**src/rtl/data_memory_arbiter.sv**
```systemverilog
// Round-robin arbiter sharing one data-memory port among NUM_REQ requesters.
// Each access takes an ACCESS cycle and a DONE cycle. A locked owner may keep the port for up to LOCK_MAX grants in a row.
module data_memory_arbiter #(
    parameter int NUM_REQ  = 4,
    parameter int LOCK_MAX = 8
) (
    input  logic                    clock,
    input  logic                    reset,
    input  logic [NUM_REQ-1:0]      req,
    input  logic [NUM_REQ-1:0]      lock,
    input  logic [NUM_REQ-1:0]      we,
    input  logic [3*NUM_REQ-1:0]    reqFunc3,
    input  logic [32*NUM_REQ-1:0]   reqAddress,
    input  logic [32*NUM_REQ-1:0]   reqWriteData,
    output logic [NUM_REQ-1:0]      ack,
    output logic [31:0]             readDataOut,
    output logic                    busy,
    output logic [2:0]              grantId,
    output logic                    memoryReadEnable,
    output logic                    memoryWriteEnable,
    output logic [2:0]              memoryFunc3,
    output logic [31:0]             memoryAddress,
    output logic [31:0]             memoryWriteData,
    input  logic [31:0]             memoryReadData,
    output logic [1:0]              debugState
);
    localparam int LCW = $clog2(LOCK_MAX + 1);

    typedef enum logic [1:0] {
        S_IDLE   = 2'd0,
        S_ACCESS = 2'd1,
        S_DONE   = 2'd2
    } state_t;

    state_t             r_state;
    logic [2:0]         r_grant_id;
    logic [LCW-1:0]     r_lock_count;
    logic [NUM_REQ-1:0] r_ack;
    logic [31:0]        r_read_data;
    logic               r_busy;
    logic               r_mem_re;
    logic               r_mem_we;
    logic [2:0]         r_mem_func3;
    logic [31:0]        r_mem_addr;
    logic [31:0]        r_mem_wdata;

    logic [NUM_REQ-1:0] w_owner_mask;
    logic [NUM_REQ-1:0] w_eligible;
    logic               w_owner_relock;
    logic               w_found;
    logic [2:0]         w_winner;
    int                 w_pos;
    logic               w_sel_we;
    logic [2:0]         w_sel_func3;
    logic [31:0]        w_sel_addr;
    logic [31:0]        w_sel_wdata;

    // In DONE the owner is excluded from the rotating search and may only win through an unexpired lock.
    always_comb begin
        w_owner_mask = '0;
        for (int i = 0; i < NUM_REQ; i++) begin
            w_owner_mask[i] = (r_grant_id == 3'(i));
        end
        w_owner_relock = (r_state == S_DONE) && (|(w_owner_mask & req & lock))
                         && (r_lock_count < LCW'(LOCK_MAX));
        w_eligible = (r_state == S_DONE) ? (req & ~w_owner_mask) : req;
        w_found    = 1'b0;
        w_winner   = r_grant_id;
        w_pos      = 0;
        for (int off = 1; off <= NUM_REQ; off++) begin
            w_pos = int'(r_grant_id) + off;
            if (w_pos >= NUM_REQ) w_pos = w_pos - NUM_REQ;
            for (int j = 0; j < NUM_REQ; j++) begin
                if (!w_found && w_eligible[j] && (w_pos == j)) begin
                    w_found  = 1'b1;
                    w_winner = 3'(j);
                end
            end
        end
        if (w_owner_relock) begin
            w_found  = 1'b1;
            w_winner = r_grant_id;
        end
    end

    always_comb begin
        w_sel_we    = 1'b0;
        w_sel_func3 = '0;
        w_sel_addr  = '0;
        w_sel_wdata = '0;
        for (int j = 0; j < NUM_REQ; j++) begin
            if (w_winner == 3'(j)) begin
                w_sel_we    = we[j];
                w_sel_func3 = reqFunc3[3*j +: 3];
                w_sel_addr  = reqAddress[32*j +: 32];
                w_sel_wdata = reqWriteData[32*j +: 32];
            end
        end
    end

    always_ff @(posedge clock or negedge reset) begin
        if (!reset) begin
            r_state      <= S_IDLE;
            r_grant_id   <= 3'(NUM_REQ - 1);
            r_lock_count <= '0;
            r_ack        <= '0;
            r_read_data  <= '0;
            r_busy       <= 1'b0;
            r_mem_re     <= 1'b0;
            r_mem_we     <= 1'b0;
            r_mem_func3  <= '0;
            r_mem_addr   <= '0;
            r_mem_wdata  <= '0;
        end else begin
            r_ack <= '0;
            case (r_state)
                S_ACCESS: begin
                    if (r_mem_re) r_read_data <= memoryReadData;
                    r_mem_re <= 1'b0;
                    r_mem_we <= 1'b0;
                    r_busy   <= 1'b0;
                    r_ack    <= w_owner_mask;
                    r_state  <= S_DONE;
                end
                default: begin
                    // IDLE and DONE both arbitrate; DONE falls back to IDLE when nobody wins.
                    if (w_found) begin
                        r_state      <= S_ACCESS;
                        r_busy       <= 1'b1;
                        r_grant_id   <= w_winner;
                        r_lock_count <= w_owner_relock ? (r_lock_count + 1'b1) : LCW'(1);
                        r_mem_re     <= !w_sel_we;
                        r_mem_we     <= w_sel_we;
                        r_mem_func3  <= w_sel_func3;
                        r_mem_addr   <= w_sel_addr;
                        r_mem_wdata  <= w_sel_wdata;
                    end else begin
                        r_state <= S_IDLE;
                    end
                end
            endcase
        end
    end

    assign ack               = r_ack;
    assign readDataOut       = r_read_data;
    assign busy              = r_busy;
    assign grantId           = r_grant_id;
    assign memoryReadEnable  = r_mem_re;
    assign memoryWriteEnable = r_mem_we;
    assign memoryFunc3       = r_mem_func3;
    assign memoryAddress     = r_mem_addr;
    assign memoryWriteData   = r_mem_wdata;
    assign debugState        = r_state;

endmodule

```
**config.mk**
```make
export PLATFORM = sky130hd
export DESIGN_NAME = data_memory_arbiter
export DESIGN_NICKNAME = d
export VERILOG_FILES = /design/src/rtl/data_memory_arbiter.sv
export SDC_FILE = /design/constraint.sdc
export NUM_CORES = 1
export LEC_CHECK = 0
export ABC_AREA = 1
export BUFFER_PORTS_ARGS = -buffer_cell sky130_fd_sc_hd__buf_4
export CAP_MARGIN = 20
export CORE_AREA = 2 2 163 165
export DETAILED_ROUTE_END_ITERATION = 10
export DIE_AREA = 0 0 165 167
export GPL_ROUTABILITY_DRIVEN = 1
export PLACE_DENSITY = 0.65
export SETUP_SLACK_MARGIN = 0.3
export SYNTH_ARGS = -nofsm -noshare
export SYNTH_HDL_FRONTEND = slang
export SYNTH_SLANG_ARGS = --single-unit
```
**constraint.sdc**
```tcl
create_clock -name clock -period 3 [get_ports clock]
set_input_delay 0.45 -clock clock [delete_from_list [all_inputs] [get_ports clock]]
set_output_delay 0.45 -clock clock [all_outputs]
set_load 0.05 [all_outputs]
```
# After elaboration in Yosys (flattened, before gate mapping)
# Cells that the tools add are included.
dict set report totals {
  regBits 115
  out_inout_bits 111
}
dict set report op_classes {
  magnitude_cmp 5
  muxes 65
  n_addsub 9
  eq_ne 20
  bitwise_logic 5
  reduce_logical 59
}
# op n
set ops {}
lappend ops {{$mux 32} 12}
lappend ops {{$eq 32x3->1 const B} 8}
lappend ops {{$eq 32x2->1 const B} 4}
lappend ops {{$logic_not 32->1} 4}
lappend ops {{$mux 3} 21}
lappend ops {{$logic_and 1x1->1} 33}
lappend ops {{$mux 1} 28}
lappend ops {{$sub 4x3->5 const B} 4}
lappend ops {{$ge 4x3->1 const B} 4}
lappend ops {{$logic_not 1->1} 16}
lappend ops {{$and 4x4->4} 3}
lappend ops {{$eq 3x2->1 const B} 4}
lappend ops {{$mux 4} 3}
lappend ops {{$add 3x2->4 const B} 2}
lappend ops {{$eq 3x1->1 const B} 2}
lappend ops {{$logic_not 3->1} 2}
lappend ops {{$add 3x1->4 const B} 1}
lappend ops {{$add 3x3->4 const B} 1}
lappend ops {{$add 4x1->4 const B} 1}
lappend ops {{$lt 4x4->1 const B} 1}
lappend ops {{$not 4->4} 1}
lappend ops {{$reduce_and 2->1} 2}
lappend ops {{$reduce_or 4->1} 1}
lappend ops {{$eq 2x1->1 const B} 1}
lappend ops {{other kinds (4)} 4}

# Longest topological paths before layout
# Gate-level depths: netlist of the first run.
dict set report depth {
  ltp_word 75
  depth_mapped 25
}

# Least setup slack after synthesis of the first run
# OpenSTA, ideal clock, no wires.
dict set report synth_path {
  path_type {register to register}
  start {register r_grant_id[2] (netlist: grantId[2])}
  end {register r_mem_addr[0] (netlist: memoryAddress[0])}
  setup_ns 0.118
  path_stages_with_launch 24
  synth_period_minus_slack_ns 3.240
  n_path_buf 4
  t_arrival_ns 3.123
  required_ns 2.882
  slack_ns -0.240
  cell_sequence {dfrtp_1 inv_1 ha_1 inv_1 o21ai_0 nand2_1 nor2_1 nor2_1 nand4_2 nor2_4 nand3_1 nor2_1 o41ai_1 nand2_1 nand2_1 buf_6 and2_1 clkbuf_2 buf_6 buf_6 nand2_1 nand3_1 nand2_1 nand2_1}
}
dict set report synth_via {
  elab_chain_cells 72
  word_cells_on_any_way 133
}
# element line_no
set synth_rtl {}
lappend synth_rtl {{start, declared} 36} ;# logic [2:0] r_grant_id;
lappend synth_rtl {{start signal, assigned} 104} ;# r_grant_id <= 3'(NUM_REQ - 1);
lappend synth_rtl {{start signal, assigned} 130} ;# r_grant_id <= w_winner;
lappend synth_rtl {{$add 3x1->4 or $logic_not 3->1 (tied branches)} {71, 62}}
lappend synth_rtl {{$sub 4x3->5 (tied with other cells)} 72} ;# if (w_pos >= NUM_REQ) w_pos = w_pos - NUM_REQ;
lappend synth_rtl {{$mux 32 or $and 4x4->4 (tied branches)} {72, 66}}
lappend synth_rtl {{$logic_not 32->1 or $mux 4 (tied branches)} {74, 66}}
lappend synth_rtl {{$logic_and 1x1->1} 74} ;# if (!w_found && w_eligible[j] && (w_pos == j)) begin
lappend synth_rtl {{$mux 1} 74}
lappend synth_rtl {{$logic_not 1->1} 74}
lappend synth_rtl {{$logic_and 1x1->1 (2 in series)} 74}
lappend synth_rtl {{[50 not listed]} -}
lappend synth_rtl {{$logic_and 1x1->1 (2 in series)} 74}
lappend synth_rtl {{$mux 1} 74}
lappend synth_rtl {{$logic_not 1->1} 74}
lappend synth_rtl {{$logic_and 1x1->1 (2 in series)} 74}
lappend synth_rtl {{$mux 3} 74}
lappend synth_rtl {{$mux 3} 80} ;# if (w_owner_relock) begin
lappend synth_rtl {{$logic_not 3->1} 92} ;# if (w_winner == 3'(j)) begin
lappend synth_rtl {{$mux 32 (4 in series)} 92}
lappend synth_rtl {{end signal, assigned} 135} ;# r_mem_addr <= w_sel_addr;
lappend synth_rtl {{end, declared} 44} ;# logic [31:0] r_mem_addr;
# Parallel ways exist; a longest one is shown, timed or not.
# A chain may end at the register's enable or synchronous reset.

# Worst setup path in the final report of the first run
dict set report layout_path {
  start {register r_grant_id[1] (netlist: grantId[1])}
  end {register r_mem_addr[8] (netlist: memoryAddress[8])}
}
# The elaborated chain is that of the path after synthesis.

==> results.yml, run 1 <==
status:
  status: "finished with violations"
  violations: "setup timing"
worst_setup_path:
  endpoint_kind: "register"
  critPathMaxFanout: 7
  endpoint: "memoryAddress[8]"
  critPathLaunch: "grantId[1]"
  r2r_slack_ps: -140
  worstReg2RegStart: "grantId[1]"
  cp_data_required_time_ps: 3300
  worstSetupPathType: "register to register"
  worst_setup_path_start_kind: "register"
  r2r-end: "memoryAddress[8]"
  rr_worst_depth: 21
  worstPathArrival_ps: 3450
drt:
  vias: 8795
  dr.pass1.iters: 5
  drc: 0
  drt_iter0_markers: 465
  wl_um: 35010
  ant_nets: 0
  routed_via_density: 4.846
  wl_per_cell_um: 19.29
placement:
  placedInstanceArea_um2: 11100
  pre_cts_ws_ps: -220.4
  dp_hpwl_um: 22090
  dp.cells: 1734
  gp_congestion: 0.8656
  port_buffers: 424
final_layout:
  fin_area_um2: 13420
  drive_gt1_share_pct: 51.12
  area_growth_pct: 88.51
  finalNetCount: 1787
  instances_no_fill: 1815
die:
  io_pins: 425
  die_y_um: 167
  num_rows: 59
  core-area_um2: 25760
  start_util_pct: 27.64
  die_area_um2: 27560
  die_w_um: 165
sta:
  clock_skew_ps: 18.80
  period_needed_ps: 3141
  worstMarginPinSlew_ps: 648.6
  rsz0062_at_grt: "true"
  hold_viol_final: 0
  finalSetupViolCount: 70
  maxSlewViolCount: 0
  hold_slack_ps: 120.9
  relSlewSlack_pct: 56.76
  worst_slack_ps: -141.3
  period_share_pct: 104.7
  max_freq_mhz: 318.3
global_routing:
  track_usage_pct: 22.04
  grt_use_met1_pct: 26.22
  gr-usage-met3_pct: 5.604
  grt_pass1_wl_um: 46350
  grt_overflow: 0
  grt_pass1_vias: 8507
  antenna_found_initial: 1
  grt_max_degree: 116
  grt.busiest_layer: "met2"
  use_met2_pct: 38.13
yosys:
  syn_inst: 983
  seq_area_frac_synth_pct: 40.45
  netlist_area_um2: 7121
  synth_seq_cells: 115
  yosys_warnings: 0
  syn_nets: 1304
  ys_types: 38
  syn_avg_cell_area_um2: 7.244
pwr:
  ir_drop_v: 0.0008185
  sw_frac_of_total_pct: 50.57
  power.internal_mw: 10.63
  p_clk_share_pct: 10.6
  power_mw: 21.51
  leakage_nw: 7.241
  pwr-share-seq_pct: 13.1
  p_comb_share_pct: 76.3
  switchingPower_mw: 10.88
  powerDensity_nw_per_um2: 1602
worst_hold_path:
  hold_path_class: "input port to asynchronous set/reset pin"
clocking:
  cts_max_level: 4
  clockBufferDepth: 2
  numClockSinks: 115
  clkTransAtPathRegs_ps: 60
  cts_tree: "done"
  cts_inserted_buffers: 17
  cts_root_buf: "clkbuf_16"
  ctsHoldBuffers: 0
  clk_latency_ps: 420
job:
  cap_violations: 0
registers in the layout, indices dropped and copies added (netlist names):
| signal | count |
|---|---|
| ack | 4 |
| busy | 1 |
| debugState | 2 |
| grantId | 3 |
| memoryAddress | 32 |
| memoryFunc3 | 3 |
| memoryReadEnable | 1 |
| memoryWriteData | 32 |
| memoryWriteEnable | 1 |
| r_lock_count | 4 |
| readDataOut | 32 |
cell usage after synthesis, drive strengths merged:
cell     number  area share [%]
o31ai         1            0.11
buf          30             2.8
o211ai       69             7.3
o21ai        71             5.0
o2111ai       1            0.12
dfstp         2            0.74
nand2       386              20
nand3        92             6.7
a21oi         2            0.14
o41ai         1            0.12
dfrtp       113              40
a31oi         1           0.088
nand4         6            0.61
and2          2            0.18
nand3b        1            0.11
nor2         29             2.0
ha            7             1.2
nand2b        1           0.088
nor3          5            0.35
a21boi        2            0.26
mux2         32             5.1
clkinv        1           0.053
clkbuf       34             1.8
nor4          1           0.088
inv          93             4.9
metal layers:
metal | part of all wire, % | vias up | wire (um)
met5 | 0 | - | 0
met4 | 2.9 | 0 | 1017
met3 | 7.2 | 58 | 2533
met2 | 50 | 412 | 17560
met1 | 40 | 4160 | 13900
li1 | - | 4165 | -
through the flow:
| stage | util, % | TNS [ps] |
|---|---|---|
| floorplan | - | -7482 |
| global placement | 43.09 | -5130 |
| detailed placement | 43.09 | -10730 |
| CTS | 47.10 | -282.9 |
| global route | 52.10 | -19770 |
| finish | 52.10 | -6841 |
cell usage in the layout (no fill, tap or decap), types with 3 or more instances in the layout:
cell type   Yosys  routed
buf_4           4     463
buf_16          0       7
mux2_2         32      32
o21ai_1         7      18
clkbuf_1       33       3
o211ai_1       69      69
clkbuf_16       0      34
nand4_1         5       5
dfrtp_1       113     112
ha_4            0       3
o21ai_0        64      50
clkinvlp_4      0       3
nor2_2          2       3
inv_6           0       4
nand3_1        89      46
inv_2           2       3
bufinv_16       0       5
nor2_1         23      15
nand2_2         3      40
nand2_1       383     307
nand2_4         0      39
buf_6           7      14
inv_1          90      88
nor2_4          4      11
buf_12          0      24
nand3_2         3      46
worst max-delay path, stage by stage (launching register included):
cell	delay, ps
dfstp_4	680
nand2_4	60
inv_2	60
ha_4	130
nand2_2	60
nand3_2	80
nand4_1	180
nor2_4	190
nand4_4	90
nor2_4	130
nand4_1	200
nand3_1	180
nand2_2	110
inv_4	90
nor2_4	40
and2_4	170
buf_12	160
clkbuf_16	170
nand2_4	70
nand3_2	50
nand2_1	70
nand2_1	40
logic make-up (layout without fill, tap and decap cells):
group           Yosys count  count (layout)  share of synthesized area (%)
flops                   115             115                          40.45
simple gates            523             523                          30.57
other cells               0               1                              0
fa+ha+maj                 7               7                          1.230
mux                      32              32                          5.061
compound gates          148             148                          13.11
buf+inv                 158             654                          9.577
worst min-delay path by stage:
stage,end,start
4_1_cts,readDataOut[24],reset
3_5_place_dp,memoryWriteData[7],memoryWriteData[7]
6_report,readDataOut[24],reset
5_1_grt,ack[0],reset
2_1_floorplan,ack[0],reset
3_3_place_gp,memoryWriteData[25],memoryWriteData[25]
power by group through the flow:
stage | sequential (mW) | clock [mW] | combinational (mW)
after floorplan | 5.30 | 0 | 5.51
after global placement | 2.80 | 0 | 12.1
after detailed placement | 2.82 | 0 | 12.2
after CTS | 2.82 | 2.31 | 13.4
after global routing | 2.90 | 2.40 | 17.4
final | 2.82 | 2.28 | 16.4
repair_timing:
action	4_1_cts	5_1_grt
gates cloned	6	21
setup endpoints to repair	78	78
buffers inserted	9	12
gates resized for setup	38	193
pin swaps	16	103
layout make-up:
class,count,area (um2)
fillers,2422,12340
repair buffers,527,4762
multi-input cells,710,4332
flip-flops and latches,115,2885
clock buffers,20,436.7
well taps,335,419.2
inverters,94,372.9
clock inverters,12,203.9
repair inverters,1,8.758
diodes,1,2.502
No activity file was read; power rests on OpenSTA's default activity.
==> run 2, diff against run 1 <==
--- a/config.mk
+++ b/config.mk
@@ -13,6 +13,7 @@
 export DIE_AREA = 0 0 165 167
 export GPL_ROUTABILITY_DRIVEN = 1
 export PLACE_DENSITY = 0.65
+export RECOVER_POWER = 25
 export SETUP_SLACK_MARGIN = 0.3
 export SYNTH_ARGS = -nofsm -noshare
 export SYNTH_HDL_FRONTEND = slang
==> results.yml, run 2 (synthesis results as in run 1) <==
drt:
  vias: 8795
  wl_per_cell_um: 19.29
  wl_um: 35010
  drc: 0
  ant_nets: 0
  dr.pass1.iters: 5
  routed_via_density: 4.846
  drt_iter0_markers: 465
final_layout:
  postLayoutCoreUtil_pct: 52.05
  finalNetCount: 1787
  final_common_cell: "buf_4"
  drive_gt1_share_pct: 51.12
  layout_common_cells: "buf_4, nand2_1, dfrtp_1, inv_1, o211ai_1"
  area_growth_pct: 88.33
worst_setup_path:
  critPathSlowestCell: "dfstp_4"
  crit_chain: "nand2_4 -> inv_2 -> ha_4 -> nand2_2 -> nand3_2 -> nand4_1 -> nor2_4 -> nand4_4 -> nor2_4 -> nand4_1 -> nand3_1 -> nand2_2 -> inv_4 -> nor2_4 -> and2_4 -> buf_12 -> clkbuf_16 -> nand2_4 -> nand3_2 -> nand2_1 -> nand2_1"
  endpoint_kind: "register"
  worst_setup_path_start_kind: "register"
  path_buf_inv: 4
  r2r_slack_ps: -140
  cp_slowest_stage_delay_ps: 680
  path_common_cell: "nor2_4"
  crit_family: "simple AND/OR/NAND/NOR gates"
  critPathMaxFanout: 7
  worstPathArrival_ps: 3450
  worstSetupPathType: "register to register"
  cp_data_required_time_ps: 3300
status:
  violations: "capacitance limit, slew limit, setup timing"
  status: "finished with violations"
clocking:
  clk_latency_ps: 420
  cts_max_level: 4
  cts_inserted_buffers: 17
  numClockSinks: 115
  clockBufferDepth: 2
  ctsHoldBuffers: 0
  clkTransAtPathRegs_ps: 60
  cts_root_buf: "clkbuf_16"
  cts_tree: "done"
placement:
  port_buffers: 424
  dp_hpwl_um: 22090
  gp_congestion: 0.8656
  pre_cts_ws_ps: -220.4
sta:
  rsz0062_at_grt: "true"
  clock_skew_ps: 18.80
  setup_tns_ps: -6841
  period_share_pct: 104.7
  period_needed_ps: 3141
  max_freq_mhz: 318.3
  maxSlewViolCount: 116
  hold_viol_final: 0
  finalSetupViolCount: 70
  worstMarginPinSlew_ps: 1645
  relSlewSlack_pct: -9.686
  worst_slack_ps: -141.3
global_routing:
  antenna_found_initial: 1
  grt_pass1_vias: 8507
  grt_max_degree: 116
  track_usage_pct: 22.04
  grt_pass1_wl_um: 46350
  grt_overflow: 0
die:
  start_util_pct: 27.64
  core-area_um2: 25760
  die_area_um2: 27560
  io_pins: 425
  num_rows: 59
  die_y_um: 167
  die_w_um: 165
pwr:
  ir_drop_v: 0.0008185
  powerDensity_nw_per_um2: 1604
  leakage_nw: 7.236
worst_hold_path:
  hold_path_class: "input port to register"
job:
  cap_violations: 1
[run 2: final timing paths]
path / end / from / cells after the start
hold reg to reg: memoryWriteData[7] / memoryWriteData[7] / 2
setup / recovery: memoryAddress[8] / grantId[1] / 21
max in group asynchronous: grantId[2] / reset / 2
min in group asynchronous: readDataOut[24] / reset / 2
setup reg to reg: memoryAddress[8] / grantId[1] / 21
hold / removal: readDataOut[15] / memoryReadData[15] / 2
[run 2: power breakdown]
group | switching (mW) | leakage, nW | internal, mW | total, mW
registers | 0.466 | 1.38 | 2.35 | 2.82
clock network | 0.796 | 0.301 | 1.48 | 2.28
logic | 9.61 | 5.55 | 6.80 | 16.4
total | 10.9 | 7.24 | 10.6 | 21.5
[run 2: cell type report]
class / count / area, um2
fill: 2423 / 12350
multi-input combinational: 710 / 4332
clock inverter: 12 / 203.9
antenna: 1 / 2.502
timing repair inverter: 1 / 8.758
inverter: 94 / 372.9
tap: 335 / 419.2
clock buffer: 20 / 436.7
timing repair buffer: 527 / 4750
sequential: 115 / 2885
[run 2: routing by layer]
layer / vias up / track usage, % / wire, um / part of all wire (%)
li1: 4165 / - / - / -
met1: 4160 / 26.22 / 13900 / 40
met2: 412 / 38.13 / 17560 / 50
met3: 58 / 5.604 / 2533 / 7.2
met4: 0 / 7.788 / 1017 / 2.9
met5: - / 0 / 0 / 0
[run 2: through the flow]
step                      hold WS (ps)  std cells  total power [mW]  cell area, um2
after CTS                        147.3       1781             18.50           12140
after floorplan                  154.4        983             10.81            7212
after detailed placement         466.1       1734             15.02           11100
final                            266.8       1815             21.50           13410
after global placement           463.6       1734             14.87           11100
after global routing             240.6       1815             22.72           13410
[run 2: timing repair]
action | 4_1_cts | 5_1_grt
setup buffers | 9 | 12
gates resized for setup | 38 | 193
setup endpoints to repair | 78 | 78
pin swaps | 16 | 103
gates cloned | 6 | 21
[run 2: worst reg2reg max path, cell delays in order, from the launching register on]
cell       delay, ps
dfstp_4          680
nand2_4           70
inv_2             60
ha_4             130
nand2_2           60
nand3_2           80
nand4_1          180
nor2_4           190
nand4_4          100
nor2_4           130
nand4_1          200
nand3_1          180
nand2_2          110
inv_4             90
nor2_4            40
and2_4           170
buf_12           160
clkbuf_16        180
nand2_4           70
nand3_2           50
nand2_1           70
nand2_1           40
